## src/rtl/uart_tx_if.sv

```systemverilog
// uart_tx_if: parallel-side handshake bundle of the UART transmitter.
//   tx_start     request to send din (master -> transmitter)
//   din          byte to send (master -> transmitter)
//   tx           serial line, idle high (transmitter -> pin)
//   busy         frame in progress (transmitter -> master)
//   tx_done_tick one-clock pulse at frame end (transmitter -> master)
// Modports: master = interface/FIFO side, slave = uart_tx.
interface uart_tx_if #(
  parameter int DBIT = 8
);
  logic            tx_start;
  logic [DBIT-1:0] din;
  logic            tx;
  logic            busy;
  logic            tx_done_tick;

  modport master (
    output tx_start,
    output din,
    input  tx,
    input  busy,
    input  tx_done_tick
  );

  modport slave (
    input  tx_start,
    input  din,
    output tx,
    output busy,
    output tx_done_tick
  );
endinterface

```

## src/rtl/uart_tx.sv

```systemverilog
// uart_tx: UART serial transmitter driven by an oversampling baud tick.
// Shifts a latched byte out LSB-first as an 8N1 frame, or 8E1 when the
// compile-time macro UART_TX_PARITY_EN is defined (one even-parity bit
// between the last data bit and the stop bit).
// Ports:
//   clk   system clock, rising edge
//   rst   synchronous reset, active high; aborts any frame in flight
//   tick  baud tick, 1 clk wide, OVERSAMPLE ticks per bit (may be stuck high)
//   bus   uart_tx_if.slave: tx_start/din in, tx/busy/tx_done_tick out
// Parameters: DBIT data bits, OVERSAMPLE ticks per start/data/parity bit,
//   SB_TICK ticks for the stop period.
module uart_tx #(
  parameter int DBIT       = 8,
  parameter int OVERSAMPLE = 16,
  parameter int SB_TICK    = 16
) (
  input  logic       clk,
  input  logic       rst,
  input  logic       tick,
  uart_tx_if.slave   bus
);

  localparam int SMAX = (OVERSAMPLE > SB_TICK) ? OVERSAMPLE : SB_TICK;
  localparam int SW   = (SMAX > 1) ? $clog2(SMAX) : 1;
  localparam int NW   = (DBIT > 1) ? $clog2(DBIT) : 1;

  localparam logic [SW-1:0] S_BIT_LAST  = SW'(OVERSAMPLE - 1);
  localparam logic [SW-1:0] S_STOP_LAST = SW'(SB_TICK - 1);
  localparam logic [NW-1:0] N_LAST      = NW'(DBIT - 1);

`ifdef UART_TX_PARITY_EN
  typedef enum logic [2:0] {
    IDLE   = 3'd0,
    START  = 3'd1,
    DATA   = 3'd2,
    PARITY = 3'd3,
    STOP   = 3'd4
  } state_t;

  // Even parity bit: makes the total count of ones in data+parity even.
  function automatic logic even_parity(input logic [DBIT-1:0] d);
    return ^d;
  endfunction

  logic            parity_r;
`else
  typedef enum logic [1:0] {
    IDLE  = 2'd0,
    START = 2'd1,
    DATA  = 2'd2,
    STOP  = 2'd3
  } state_t;
`endif

  state_t          state_r;
  logic [SW-1:0]   s_r;
  logic [NW-1:0]   n_r;
  logic [DBIT-1:0] shreg_r;
  logic            tx_r;
  logic            busy_r;
  logic            done_r;
  logic [DBIT-1:0] shreg_shift_s;

  // Shift register contents after dropping the bit currently on the line.
  assign shreg_shift_s = {1'b0, shreg_r[DBIT-1:1]};

  // Frame sequencer. tx is loaded with the level of the state being entered,
  // so the line changes on the same edge as the state and never glitches.
  always_ff @(posedge clk) begin
    if (rst) begin
      state_r  <= IDLE;
      s_r      <= '0;
      n_r      <= '0;
      shreg_r  <= '0;
      tx_r     <= 1'b1;
      busy_r   <= 1'b0;
      done_r   <= 1'b0;
`ifdef UART_TX_PARITY_EN
      parity_r <= 1'b0;
`endif
    end else begin
      done_r <= 1'b0;
      case (state_r)
        IDLE: begin
          tx_r   <= 1'b1;
          busy_r <= 1'b0;
          if (bus.tx_start) begin
            shreg_r  <= bus.din;
            s_r      <= '0;
            n_r      <= '0;
            tx_r     <= 1'b0;
            busy_r   <= 1'b1;
            state_r  <= START;
`ifdef UART_TX_PARITY_EN
            parity_r <= even_parity(bus.din);
`endif
          end
        end
        START: begin
          if (tick) begin
            if (s_r == S_BIT_LAST) begin
              s_r     <= '0;
              n_r     <= '0;
              tx_r    <= shreg_r[0];
              state_r <= DATA;
            end else begin
              s_r <= s_r + SW'(1);
            end
          end
        end
        DATA: begin
          if (tick) begin
            if (s_r == S_BIT_LAST) begin
              s_r     <= '0;
              shreg_r <= shreg_shift_s;
              if (n_r == N_LAST) begin
`ifdef UART_TX_PARITY_EN
                tx_r    <= parity_r;
                state_r <= PARITY;
`else
                tx_r    <= 1'b1;
                state_r <= STOP;
`endif
              end else begin
                n_r  <= n_r + NW'(1);
                tx_r <= shreg_shift_s[0];
              end
            end else begin
              s_r <= s_r + SW'(1);
            end
          end
        end
`ifdef UART_TX_PARITY_EN
        PARITY: begin
          if (tick) begin
            if (s_r == S_BIT_LAST) begin
              s_r     <= '0;
              tx_r    <= 1'b1;
              state_r <= STOP;
            end else begin
              s_r <= s_r + SW'(1);
            end
          end
        end
`endif
        STOP: begin
          if (tick) begin
            if (s_r == S_STOP_LAST) begin
              s_r     <= '0;
              busy_r  <= 1'b0;
              done_r  <= 1'b1;
              state_r <= IDLE;
            end else begin
              s_r <= s_r + SW'(1);
            end
          end
        end
        default: begin
          state_r <= IDLE;
          s_r     <= '0;
          n_r     <= '0;
          tx_r    <= 1'b1;
          busy_r  <= 1'b0;
        end
      endcase
    end
  end

  assign bus.tx           = tx_r;
  assign bus.busy         = busy_r;
  assign bus.tx_done_tick = done_r;

endmodule
```

## src/flat_wrapper.sv

```systemverilog
// flat-port wrapper written by rule: the top's interface ports become plain ports
module uart_tx_flat 
#(
  parameter int DBIT       = 8,
  parameter int OVERSAMPLE = 16,
  parameter int SB_TICK    = 16
)
  (clk, rst, tick, bus_tx_start, bus_din, bus_tx, bus_busy, bus_tx_done_tick);
  uart_tx_if #(.DBIT(DBIT)) bus_i ();
  input  logic clk;
  input  logic rst;
  input  logic tick;
  input wire logic [$bits(bus_i.tx_start)-1:0] bus_tx_start;
  input wire logic [$bits(bus_i.din)-1:0] bus_din;
  output wire logic [$bits(bus_i.tx)-1:0] bus_tx;
  output wire logic [$bits(bus_i.busy)-1:0] bus_busy;
  output wire logic [$bits(bus_i.tx_done_tick)-1:0] bus_tx_done_tick;
  assign bus_i.tx_start = bus_tx_start;
  assign bus_i.din = bus_din;
  assign bus_tx = bus_i.tx;
  assign bus_busy = bus_i.busy;
  assign bus_tx_done_tick = bus_i.tx_done_tick;
  uart_tx #(.DBIT(DBIT), .OVERSAMPLE(OVERSAMPLE), .SB_TICK(SB_TICK)) u_core (.clk(clk), .rst(rst), .tick(tick), .bus(bus_i));
endmodule
```

## config.mk

```make
export PLATFORM = sky130hd
export DESIGN_NAME = uart_tx_flat
export DESIGN_NICKNAME = d
export VERILOG_FILES = /design/src/rtl/uart_tx_if.sv /design/src/rtl/uart_tx.sv /design/src/flat_wrapper.sv
export SDC_FILE = /design/constraint.sdc
export NUM_CORES = 1
export LEC_CHECK = 0
export BUFFER_PORTS_ARGS = -buffer_cell sky130_fd_sc_hd__buf_2
export CAP_MARGIN = 15
export CELL_PAD_IN_SITES_DETAIL_PLACEMENT = 1
export CELL_PAD_IN_SITES_GLOBAL_PLACEMENT = 1
export CORE_ASPECT_RATIO = 0.8
export CORE_MARGIN = 1
export CORE_UTILIZATION = 25
export CTS_BUF_LIST = sky130_fd_sc_hd__clkbuf_4
export CTS_CLUSTER_SIZE = 16
export DETAILED_ROUTE_END_ITERATION = 8
export GPL_TIMING_DRIVEN = 1
export MAX_ROUTING_LAYER = met4
export PLACE_DENSITY = 0.49
export REMOVE_ABC_BUFFERS = 1
export SYNTH_ARGS = -nofsm -noshare
export SYNTH_HDL_FRONTEND = slang
export SYNTH_SLANG_ARGS = --single-unit
```

## constraint.sdc

```tcl
create_clock -name clk -period 2.7 [get_ports clk]
set_clock_uncertainty 0.2 [all_clocks]
set_input_delay 0.27 -clock clk [delete_from_list [all_inputs] [get_ports clk]]
set_output_delay 0.27 -clock clk [all_outputs]
set_load 0.005 [all_outputs]
```

* Word-level counts from Yosys, hierarchy flattened
Index checks and enable logic that the tools add are counted. Widths: inputs -> output; s select.
Word-level totals: flip-flop bits (word level) 20, input bits 12, output and inout port bits 3, word-level logic and storage cells 74
Operators by class: $add $sub $neg 2, eq/ne operators 15, multiplexer cells 36, bitwise logic cells 2, reductions and logical operators 12
Operators with widths (number):
- $mux 8 | 3
- $mux 3 | 6
- $mux 2 | 8
- $pmux 8 s2 | 1
- $mux 4 | 3
- $mux 1 | 10
- $ne 2x1->1 const B | 5
- $ne 2x2->1 const B | 5
- $pmux 3 s3 | 1
- $pmux 2 s4 | 1
- $pmux 4 s2 | 1
- $reduce_and 8->1 | 1
- $reduce_and 7->1 | 1
- $reduce_or 3->1 | 2
- $reduce_and 5->1 | 1
- $add 4x1->4 const B | 1
- $eq 2x2->1 const B | 2
- $eq 4x4->1 const B | 1
- $reduce_and 4->1 | 1
- $reduce_bool 2->1 | 2
- $add 3x1->3 const B | 1
- $eq 3x3->1 const B | 1
- $pmux 1 s3 | 1
- $reduce_and 3->1 | 1
- other kinds (6) | 7

* Depth between registers and ports, before layout
Gate-level depths: netlist of run 1.
depth after elaboration 5, gate-level depth with buffers 8, mapped depth without buffers 6

* Worst setup path after synthesis of run 1
Ideal clock, no wire load.
path type flip-flop to flip-flop, from reg u_core.state_r[0], to reg u_core.shreg_r[5], setup time 0.079 ns, arrival time 2.002 ns, required time 2.421 ns, slack 0.419 ns, stages on the path, launching flop included 9, path buffers 2, period minus slack after synthesis 2.281 ns, cell sequence dfxtp_1 inv_1 ha_1 buf_6 nand2b_1 a222oi_1 buf_6 nor2_1 a211oi_2
On the way: word-level cells in the longest chain between the ends 3, elaborated cells between the ends (all ways) 8, those cells by class 4 x eq/ne; 1 x mux; 3 x reduce/logical
Ends and longest elaborated chain:
- start: declaration | RTL line uart_tx.sv:55 | state_t state_r;
- start signal: assignment | RTL line uart_tx.sv:71 | state_r <= IDLE;
- start signal: assignment | RTL line uart_tx.sv:93 | state_r <= START;
- start signal: assignment | RTL line uart_tx.sv:105 | state_r <= DATA;
- $eq 2x2->1 / $logic_not 2->1 (equally long branches) | RTL line uart_tx.sv:83 | case (state_r)
- $ne 2x1->1 (no source line), or another cell as far along
- $reduce_and 4->1 (no source line)
- end signal: assignment | RTL line uart_tx.sv:88 | shreg_r <= bus.din;
- end signal: assignment | RTL line uart_tx.sv:115 | shreg_r <= shreg_shift_s;
- end: declaration | RTL line uart_tx.sv:58 | logic [DBIT-1:0] shreg_r;
Several ways; a longest one is shown, not always the timed one. A chain may end at the register's enable or synchronous reset.

* Final worst setup path of run 1
from reg u_core.state_r[0], to reg u_core.s_r[2]
On the way: word-level cells in the longest chain between the ends 4, elaborated cells between the ends (all ways) 9, those cells by class 5 x eq/ne; 1 x mux; 3 x reduce/logical
Ends and longest elaborated chain:
- $eq 2x1->1 / $eq 2x2->1 (equally long branches) | RTL line uart_tx.sv:83
- $reduce_or 3->1 (no source line)
- $ne 2x1->1 (no source line)
- $reduce_and 2->1 (no source line)
- end signal: assignment | RTL line uart_tx.sv:107 | s_r <= s_r + SW'(1);
- end signal: assignment | RTL line uart_tx.sv:129 | s_r <= s_r + SW'(1);
- end signal: assignment | RTL line uart_tx.sv:154 | s_r <= s_r + SW'(1);
- end: declaration | RTL line uart_tx.sv:56 | logic [SW-1:0] s_r;
Several ways; a longest one is shown, not always the timed one.

==> results.ini, run 1 <==
[outcome]
outcome = completed

[floorplanning]
rows = 21
core_um2 = 4280
die_h_um = 62.6
dieArea_um2 = 4860
io_pins = 15
start_util_pct = 26.8
dieWidth_um = 77.7

[sta]
timing.final.crit_share_pct = 85.9
hold_viol_final = 0
finalSetupViolations = 0
fmax_ghz = 0.431
maxSlewViolCount = 0
rsz0062_at_grt = no
hold_ws_ns = 0.0283
slew-limit-headroom_pct = 69.7
timing.final.crit_period_ns = 2.32
tightest_slew_ns = 0.454

[global_routing]
grt_max_degree = 24
overflow = 0
antenna_found_initial = 0
grt_pass1_wl_um = 4690
grt_util_all_layers_pct = 12.6
grt_pass1_vias = 978

[placed_design]
dp_cells = 194
dp.final_hpwl_um = 2160
place.gp.congestion = 0.739
port_buffers = 14

[pwr]
finalPower_mw = 1.24
p_leak_nw = 0.496
peakVddDrop_v = 0.000328
power_density_nw_per_um2 = 970

[synthesis]
ys_seq_area_share_pct = 34.9
yosysWarnings = 0
avgSynthCellArea_um2 = 8.95
synth.top_cell.area_share_pct = 34.9
yosysTopAreaCell = dfxtp_1
synth_area_um2 = 1150
synth_cell_types = 33
synthTopCellsByArea = dfxtp_1, ha_1, mux2i_1, a21oi_1, nand2b_1
ys_ff_latch = 20
synthCells = 128

[cts]
cts_tree = yes
root_buffer = clkbuf_4
post-cts-setup-buffer-count = 0
cts_made_buffers = 3
clock_latency_ns = 0.30
clockBufferDepth = 2
htree_levels = 1
clock-sinks = 20
cts_resized = 0
ctsHoldBuffers = 0
clk_pin_slew_ns = 0.11

[flow_run]
max_cap_viol_count = 0

[worst_hold_path]
min_from = bus_din[7]
hold_class = in -> reg

[critical_path]
path_class = reg -> reg
worst_ep_arrival_time_ns = 2.36
cp-startpoint = u_core.state_r[0]
crit_path_end_kind = flop
r2r_start = u_core.state_r[0]
required_ns = 2.74
cp_max_fo = 7
worstSetupStartpointType = flop

[cells_and_area]
diodes = 0
final_util_pct = 29.9
n_fill_cell = 508
instances_no_fill = 197
syn_to_final_growth_pct = 11.9
drive_gt1_share_pct = 16.4
final_nets = 164

[drt]
drt-total-wl_um = 2760
viasPerCell = 4.91
drc = 0
via_count = 968
detail-route-antenna-nets = 0
wire_per_inst_um = 14.0
drt_iter0_drc = 44
drt_pass1_iterations = 4

## Yosys cell counts
cell type  number
or4_1           2
o21bai_1        3
nand3_1         4
nor2_1         12
a222oi_1        1
mux2i_1         8
o31ai_1         1
nand4_1         3
inv_1           5
nand4b_1        2
buf_2           1
o2111a_1        1
nor3_1          1
a211oi_1        6
buf_6           2
o21ba_2         1
a211oi_2        2
and3_1          1
ha_1           10
o2111ai_1       1
nand3b_1        2
o21ai_1         1
or4b_1          1
o221ai_1        1
nand2b_1        8
dfxtp_1        20
a21oi_1        10
o21ai_0         6
nor3b_1         1
clkbuf_1        4
nand2_1         5
or4b_2          1
a31oi_1         1
## registers in the layout, indices dropped and copies added, names as in the netlist
register,count
u_core.bus.busy,1
u_core.bus.tx,1
u_core.bus.tx_done_tick,1
u_core.n_r,3
u_core.s_r,4
u_core.shreg_r,8
u_core.state_r,2
## final cells by class
| cell class | count | area (um2) | area share (%) |
|---|---|---|---|
| Timing Repair Buffer | 16 | 85.1 | 6.63 |
| Clock buffer | 3 | 22.5 | 1.76 |
| Tap cell | 57 | 71.3 | 5.56 |
| Multi-Input combinational cell | 96 | 684 | 53.4 |
| Inverter | 5 | 18.8 | 1.46 |
| Sequential cell | 20 | 400 | 31.2 |
## metal layers
layer  vias to the layer above  share of wire, %  GRT usage (%)
met4                         0              0.76           2.83
met5                         -                 0              -
li1                        495                 -              -
met1                       457                52           16.9
met2                        14                44           19.0
met3                         2               3.0           3.07
## critical path, cell delays in order (launching register included)
cell      delay, ns
dfxtp_1        0.43
inv_1          0.13
ha_1           0.28
nand2b_1       0.18
o21ai_1        0.20
or4b_2         0.68
a21oi_1        0.16
## final timing paths
| kind | slack (ns) | cells past startpoint | to |
|---|---|---|---|
| worst min-delay path | 0.03 | 3 | u_core.shreg_r[7] |
| worst max register to register | 0.38 | 6 | u_core.s_r[2] |
| worst min register to register | 0.29 | 2 | u_core.shreg_r[7] |
| worst max-delay path | 0.38 | 6 | u_core.s_r[2] |
## cells in the final DEF (no fill, tap or decap), types with 2 or more instances in the layout
| cell | count |
|---|---|
| or4_1 | 2 |
| buf_4 | 2 |
| nor2_1 | 12 |
| a21oi_1 | 10 |
| a211oi_2 | 2 |
| nand2_1 | 5 |
| clkbuf_4 | 3 |
| dfxtp_1 | 20 |
| nand4_1 | 3 |
| o21bai_1 | 3 |
| o21ai_0 | 6 |
| ha_1 | 10 |
| nand2b_1 | 8 |
| a211oi_1 | 6 |
| mux2i_1 | 8 |
| buf_2 | 14 |
| nand4b_1 | 2 |
| inv_1 | 5 |
| nand3b_1 | 2 |
| nand3_1 | 4 |
## power by group
part	leakage (nW)	total, mW	internal, mW	switching (mW)
sequential	0.164	0.445	0.387	0.0583
clock	0.0138	0.146	0.0521	0.0943
combinational	0.319	0.653	0.271	0.382
total	0.496	1.24	0.710	0.534
## cell families (layout without fill, tap and decap cells)
logic type / Yosys count / after routing / share of synthesized area [%]
buffers and inverters: 12 / 24 / 5.35
multiplexers: 8 / 8 / 6.99
flip-flops: 20 / 20 / 34.9
adder cells (fa/ha/maj): 10 / 10 / 10.9
AO/OA/AOI/OAI: 35 / 35 / 21.0
AND/OR/NAND/NOR: 43 / 43 / 20.9
## stage by stage
stage | setup WS (ns) | instance area (um2) | setup TNS, ns
floorplan | -0.176 | 1100 | -1.24
global placement | 0.509 | 1260 | 0
detailed placement | 0.390 | 1260 | 0
CTS | 0.368 | 1280 | 0
global route | 0.113 | 1280 | 0
finish | 0.381 | 1280 | 0
(Power assumes the default switching activity.)
==> run 2: changes to the inputs <==
- clock period: 2.7 -> 2.95 ns (I/O delays scaled with it)
==> run 2 against run 1 <==
Flip-flop and latch count stayed put. Clock-buffer cell count stayed put. Clock power is 9.6% lower. Via count is 0.62% higher. Maximum frequency is 0.61% higher. Sequential power is 8.1% lower. Final area stayed put. Critical path depth stayed put. Cell count stayed put. Largest power group unchanged.
==> results.ini, run 2 (same netlist as run 1, synthesis figures left out) <==
[global_routing]
grt_pass1_wl_um = 4840  ; +3.1%
grt_pass1_vias = 989  ; +1.1%
grt_util_all_layers_pct = 13.0  ; +0.39 points
overflow = 0  ; unchanged
antenna_found_initial = 0  ; unchanged
grt_max_degree = 24  ; unchanged

[cells_and_area]
n_fill_cell = 515  ; +1.4%
largest_reg_flops = 8  ; unchanged
drive_gt1_share_pct = 16.4  ; unchanged
syn_to_final_growth_pct = 11.9  ; unchanged
seqCellArea_um2 = 400  ; unchanged
layout_common_cells = dfxtp_1, buf_2, nor2_1
multi_input_area_um2 = 684  ; unchanged
final_nets = 164  ; unchanged
diodes = 0  ; unchanged
final_util_pct = 29.9  ; unchanged
final_common_cell = dfxtp_1
largest_registers = u_core.shreg_r x8, u_core.s_r x4, u_core.n_r x3
largest-register = u_core.shreg_r

[drt]
via_count = 974  ; +0.62%
detail-route-antenna-nets = 0  ; unchanged
drt-total-wl_um = 2850  ; +3.1%
viasPerCell = 4.94  ; +0.62%
wire_per_inst_um = 14.4  ; +3.1%
drt_pass1_iterations = 4  ; unchanged
drt_iter0_drc = 31  ; -30%
drc = 0  ; unchanged

[cts]
cts_resized = 0  ; unchanged
cts_tree = yes
root_buffer = clkbuf_4
cts_made_buffers = 3  ; unchanged
ctsHoldBuffers = 0  ; unchanged
post-cts-setup-buffer-count = 0  ; unchanged
clk_pin_slew_ns = 0.11  ; about the same
clockBufferDepth = 2  ; unchanged
clock_latency_ns = 0.30  ; about the same
clock-sinks = 20  ; unchanged
htree_levels = 1  ; unchanged

[critical_path]
crit_path_end_kind = flop
worst_ep_arrival_time_ns = 2.35  ; about the same
required_ns = 2.99  ; +0.25 ns
worstSetupStartpointType = flop
cp_max_fo = 7  ; unchanged
path_class = reg -> reg

[placed_design]
port_buffers = 14  ; unchanged
dp.final_hpwl_um = 2130  ; -1.5%
place.gp.congestion = 0.761  ; +3.0%

[flow_run]
max_cap_viol_count = 0  ; unchanged

[sta]
timing.final.crit_share_pct = 78.1  ; -7.8 points
fmax_ghz = 0.434  ; +0.61%
timing.final.crit_period_ns = 2.30  ; -0.0141 ns
finalSetupViolations = 0  ; unchanged
hold_viol_final = 0  ; unchanged
tightest_slew_ns = 0.460  ; +0.00572 ns
fin_tns_setup_ns = 0  ; unchanged
maxSlewViolCount = 0  ; unchanged
rsz0062_at_grt = no
slew-limit-headroom_pct = 69.4  ; -0.38 points

[floorplanning]
die_h_um = 62.6  ; unchanged
io_pins = 15  ; unchanged
dieArea_um2 = 4860  ; unchanged
dieWidth_um = 77.7  ; unchanged
start_util_pct = 26.8  ; unchanged
core_um2 = 4280  ; unchanged
rows = 21  ; unchanged

[worst_hold_path]
hold_class = in -> reg

[pwr]
power_density_nw_per_um2 = 890  ; -8.2%
p_leak_nw = 0.496  ; unchanged
peakVddDrop_v = 0.000309  ; -5.7%

[outcome]
outcome = completed

[run 2: final timing paths]
check / from / endpoint / slack [ns] / cells after the start
worst max register to register: u_core.state_r[0] / u_core.s_r[2] / 0.65 / 6
worst min register to register: u_core.shreg_r[7] / u_core.shreg_r[7] / 0.28 / 2
worst min-delay path: bus_din[7] / u_core.shreg_r[7] / 0.06 / 3
worst max-delay path: u_core.state_r[0] / u_core.s_r[2] / 0.65 / 6
[run 2: layer usage]
metal	vias to the layer above	routed length (um)	global-route usage, %
li1	493	-	-
met4	0	14	2.12
met3	2	85	3.94
met1	470	1550	18.5
met2	9	1200	18.1
met5	-	0	-
[run 2: critical path, cell delays in order (launching register included)]
cell	delay (ns)
dfxtp_1	0.43
inv_1	0.12
ha_1	0.29
nand2b_1	0.18
o21ai_1	0.19
or4b_2	0.67
a21oi_1	0.16
[run 2: per-stage QoR]
stage / setup slack (ns) / hold slack, ns / instance area [um2] / power (mW) / cells
5_1_grt: 0.413 / 0.0455 / 1280 / 1.25 / 197
2_1_floorplan: 0.0740 / 0.160 / 1100 / 0.845 / 121
3_3_place_gp: 0.804 / 0.262 / 1260 / 0.998 / 194
6_report: 0.645 / 0.0623 / 1280 / 1.14 / 197
4_1_cts: 0.633 / 0.0572 / 1280 / 1.16 / 197
3_5_place_dp: 0.678 / 0.263 / 1260 / 1.02 / 194
[run 2: power by group]
part	leakage (nW)	switching (mW)	internal, mW
clock network	0.0138	0.0845	0.0477
logic	0.319	0.353	0.248
registers	0.164	0.0551	0.354
[run 2: final cells by class]
cell class	instances	area share, %
sequential	20	31.2
timing repair buffer	16	6.63
multi-input combinational	96	53.4
clock buffer	3	1.76
tap	57	5.56
inverter	5	1.46
==> run 3: changes to the inputs <==
- clock period: 2.95 -> 2.4 ns (I/O delays scaled with it)
==> run 3 against run 2 <==
Worst setup slack worse by 0.41 ns. Sequential power up 23%. Clock-buffer cell count unchanged. Cell count up 0.51%. Global-route usage unchanged. Flip-flop and latch count unchanged. Combinational power up 26%. Critical path depth unchanged. Non-clock buffer count up 1. Highest routed layer unchanged. Largest cell class unchanged.
==> results.ini, run 3 (same netlist as run 1, synthesis figures left out) <==
[outcome]
outcome = completed

[sta]
fmax_ghz = 0.463  ; +6.6%
setup_ws_ns = 0.239  ; -0.406 ns
timing.final.crit_period_ns = 2.16  ; -0.144 ns
finalSetupViolations = 0  ; unchanged
slew-limit-headroom_pct = 69.5  ; +0.15 points
hold_viol_final = 0  ; unchanged
tightest_slew_ns = 0.458  ; -0.00221 ns
timing.final.crit_share_pct = 90.0  ; +12 points
rsz0062_at_grt = no
maxSlewViolCount = 0  ; unchanged

[pwr]
finalPower_mw = 1.42  ; +25%
p_leak_nw = 0.508  ; +2.3%
power_density_nw_per_um2 = 1090  ; +23%
peakVddDrop_v = 0.000403  ; +30%

[drt]
viasPerCell = 4.92  ; -0.51%
drt_iter0_drc = 38  ; +23%
wire_per_inst_um = 14.4  ; -0.47%
drc = 0  ; unchanged
detail-route-antenna-nets = 0  ; unchanged
via_count = 974  ; unchanged
drt_pass1_iterations = 4  ; unchanged
drt-total-wl_um = 2850  ; about the same

[critical_path]
cp_max_fo = 7  ; unchanged
worst_ep_arrival_time_ns = 2.21  ; -0.14 ns
path_class = reg -> reg
required_ns = 2.44  ; -0.55 ns
crit_path_end_kind = flop
worstSetupStartpointType = flop
rrSetupSlack_ns = 0.24  ; -0.41 ns

[cells_and_area]
final_common_cell = dfxtp_1
largest-register = u_core.shreg_r
diodes = 0  ; unchanged
syn_to_final_growth_pct = 13.8
largest_reg_flops = 8  ; unchanged
final_nets = 165  ; +0.61%
layout_common_cells = dfxtp_1, buf_2, nor2_1
largest_registers = u_core.shreg_r x8, u_core.s_r x4, u_core.n_r x3
drive_gt1_share_pct = 17.7  ; +1.3 points

[floorplanning]
core_um2 = 4280  ; unchanged
rows = 21  ; unchanged
start_util_pct = 26.8  ; unchanged
die_h_um = 62.6  ; unchanged
io_pins = 15  ; unchanged
dieArea_um2 = 4860  ; unchanged
dieWidth_um = 77.7  ; unchanged

[placed_design]
port_buffers = 14  ; unchanged
dp.final_hpwl_um = 2130  ; unchanged
dp_slack_ns = 0.128  ; -0.550 ns
place.gp.congestion = 0.761  ; unchanged

[cts]
root_buffer = clkbuf_4
cts_made_buffers = 3  ; unchanged
post-cts-setup-buffer-count = 0  ; unchanged
cts_tree = yes
clk_pin_slew_ns = 0.12  ; about the same
clock-sinks = 20  ; unchanged
htree_levels = 1  ; unchanged
clockBufferDepth = 2  ; unchanged
clock_latency_ns = 0.31  ; about the same

[global_routing]
antenna_found_initial = 0  ; unchanged
overflow = 0  ; unchanged
grt_pass1_wl_um = 4840  ; unchanged
grt_max_degree = 24  ; unchanged
grt_pass1_vias = 989  ; unchanged
grt_util_all_layers_pct = 13.0  ; unchanged

[worst_hold_path]
hold_class = in -> reg

[flow_run]
max_cap_viol_count = 0  ; unchanged

==> run 3: changes by cell type in the layout (fill, tap and decap cells not counted), sizes merged <==
cell / before / now
dlygate4sd3: 0 / 1
==> run 3: critical path: stages (launching register included) <==
cell,delay [ns]
dfxtp_1,0.43
inv_1,0.12
ha_1,0.31
nand2b_4,0.13
o21ai_2,0.10
or4b_2,0.65
a21oi_1,0.16
==> run 3: cell type report <==
type,count,area [um2]
Multi-Input combinational cell,96,696
Clock buffer,3,22.5
Fill cell,510,2980
Inverter,5,18.8
Tap cell,57,71.3
Timing Repair Buffer,17,95.1
Sequential cell,20,400
==> run 3: where the power goes <==
group          switching [mW]  leakage (nW)  internal [mW]  total (mW)
logic                   0.444         0.330          0.313       0.757
registers              0.0678         0.164          0.435       0.503
clock network           0.104        0.0138         0.0586       0.163
==> run 3: repair_timing <==
| item | in CTS | in global routing |
|---|---|---|
| setup endpoints to repair | 0 | 1 |
| gates resized for setup | 0 | 2 |
| hold endpoints to repair | 0 | 1 |
| hold buffers | 0 | 1 |
==> run 3: worst paths after layout <==
| check | endpoint | depth (start not counted) | startpoint |
|---|---|---|---|
| worst max-delay path | u_core.s_r[2] | 6 | u_core.state_r[0] |
| worst min-delay path | u_core.shreg_r[1] | 3 | bus_din[1] |
| worst max register to register | u_core.s_r[2] | 6 | u_core.state_r[0] |
| worst min register to register | u_core.shreg_r[7] | 2 | u_core.shreg_r[7] |
==> run 3: per-stage QoR <==
step           instances  hold slack (ns)  TNS [ns]  cell area [um2]  utilization (%)
6_report             198           0.0686         0             1300             30.4
5_1_grt              198           0.0662         0             1300             30.4
4_1_cts              197          0.00217         0             1280             29.9
3_5_place_dp         194            0.263         0             1260             29.4
3_3_place_gp         194            0.262         0             1260             29.4
2_1_floorplan        121            0.105     -3.64             1100                -
==> run 3: routing by layer <==
metal | vias to the layer above | global-route usage [%] | part of all wire (%)
met4 | 0 | 2.12 | 0.49
li1 | 495 | - | -
met3 | 2 | 3.94 | 3.0
met2 | 9 | 18.1 | 42
met5 | - | - | 0
met1 | 468 | 18.5 | 54
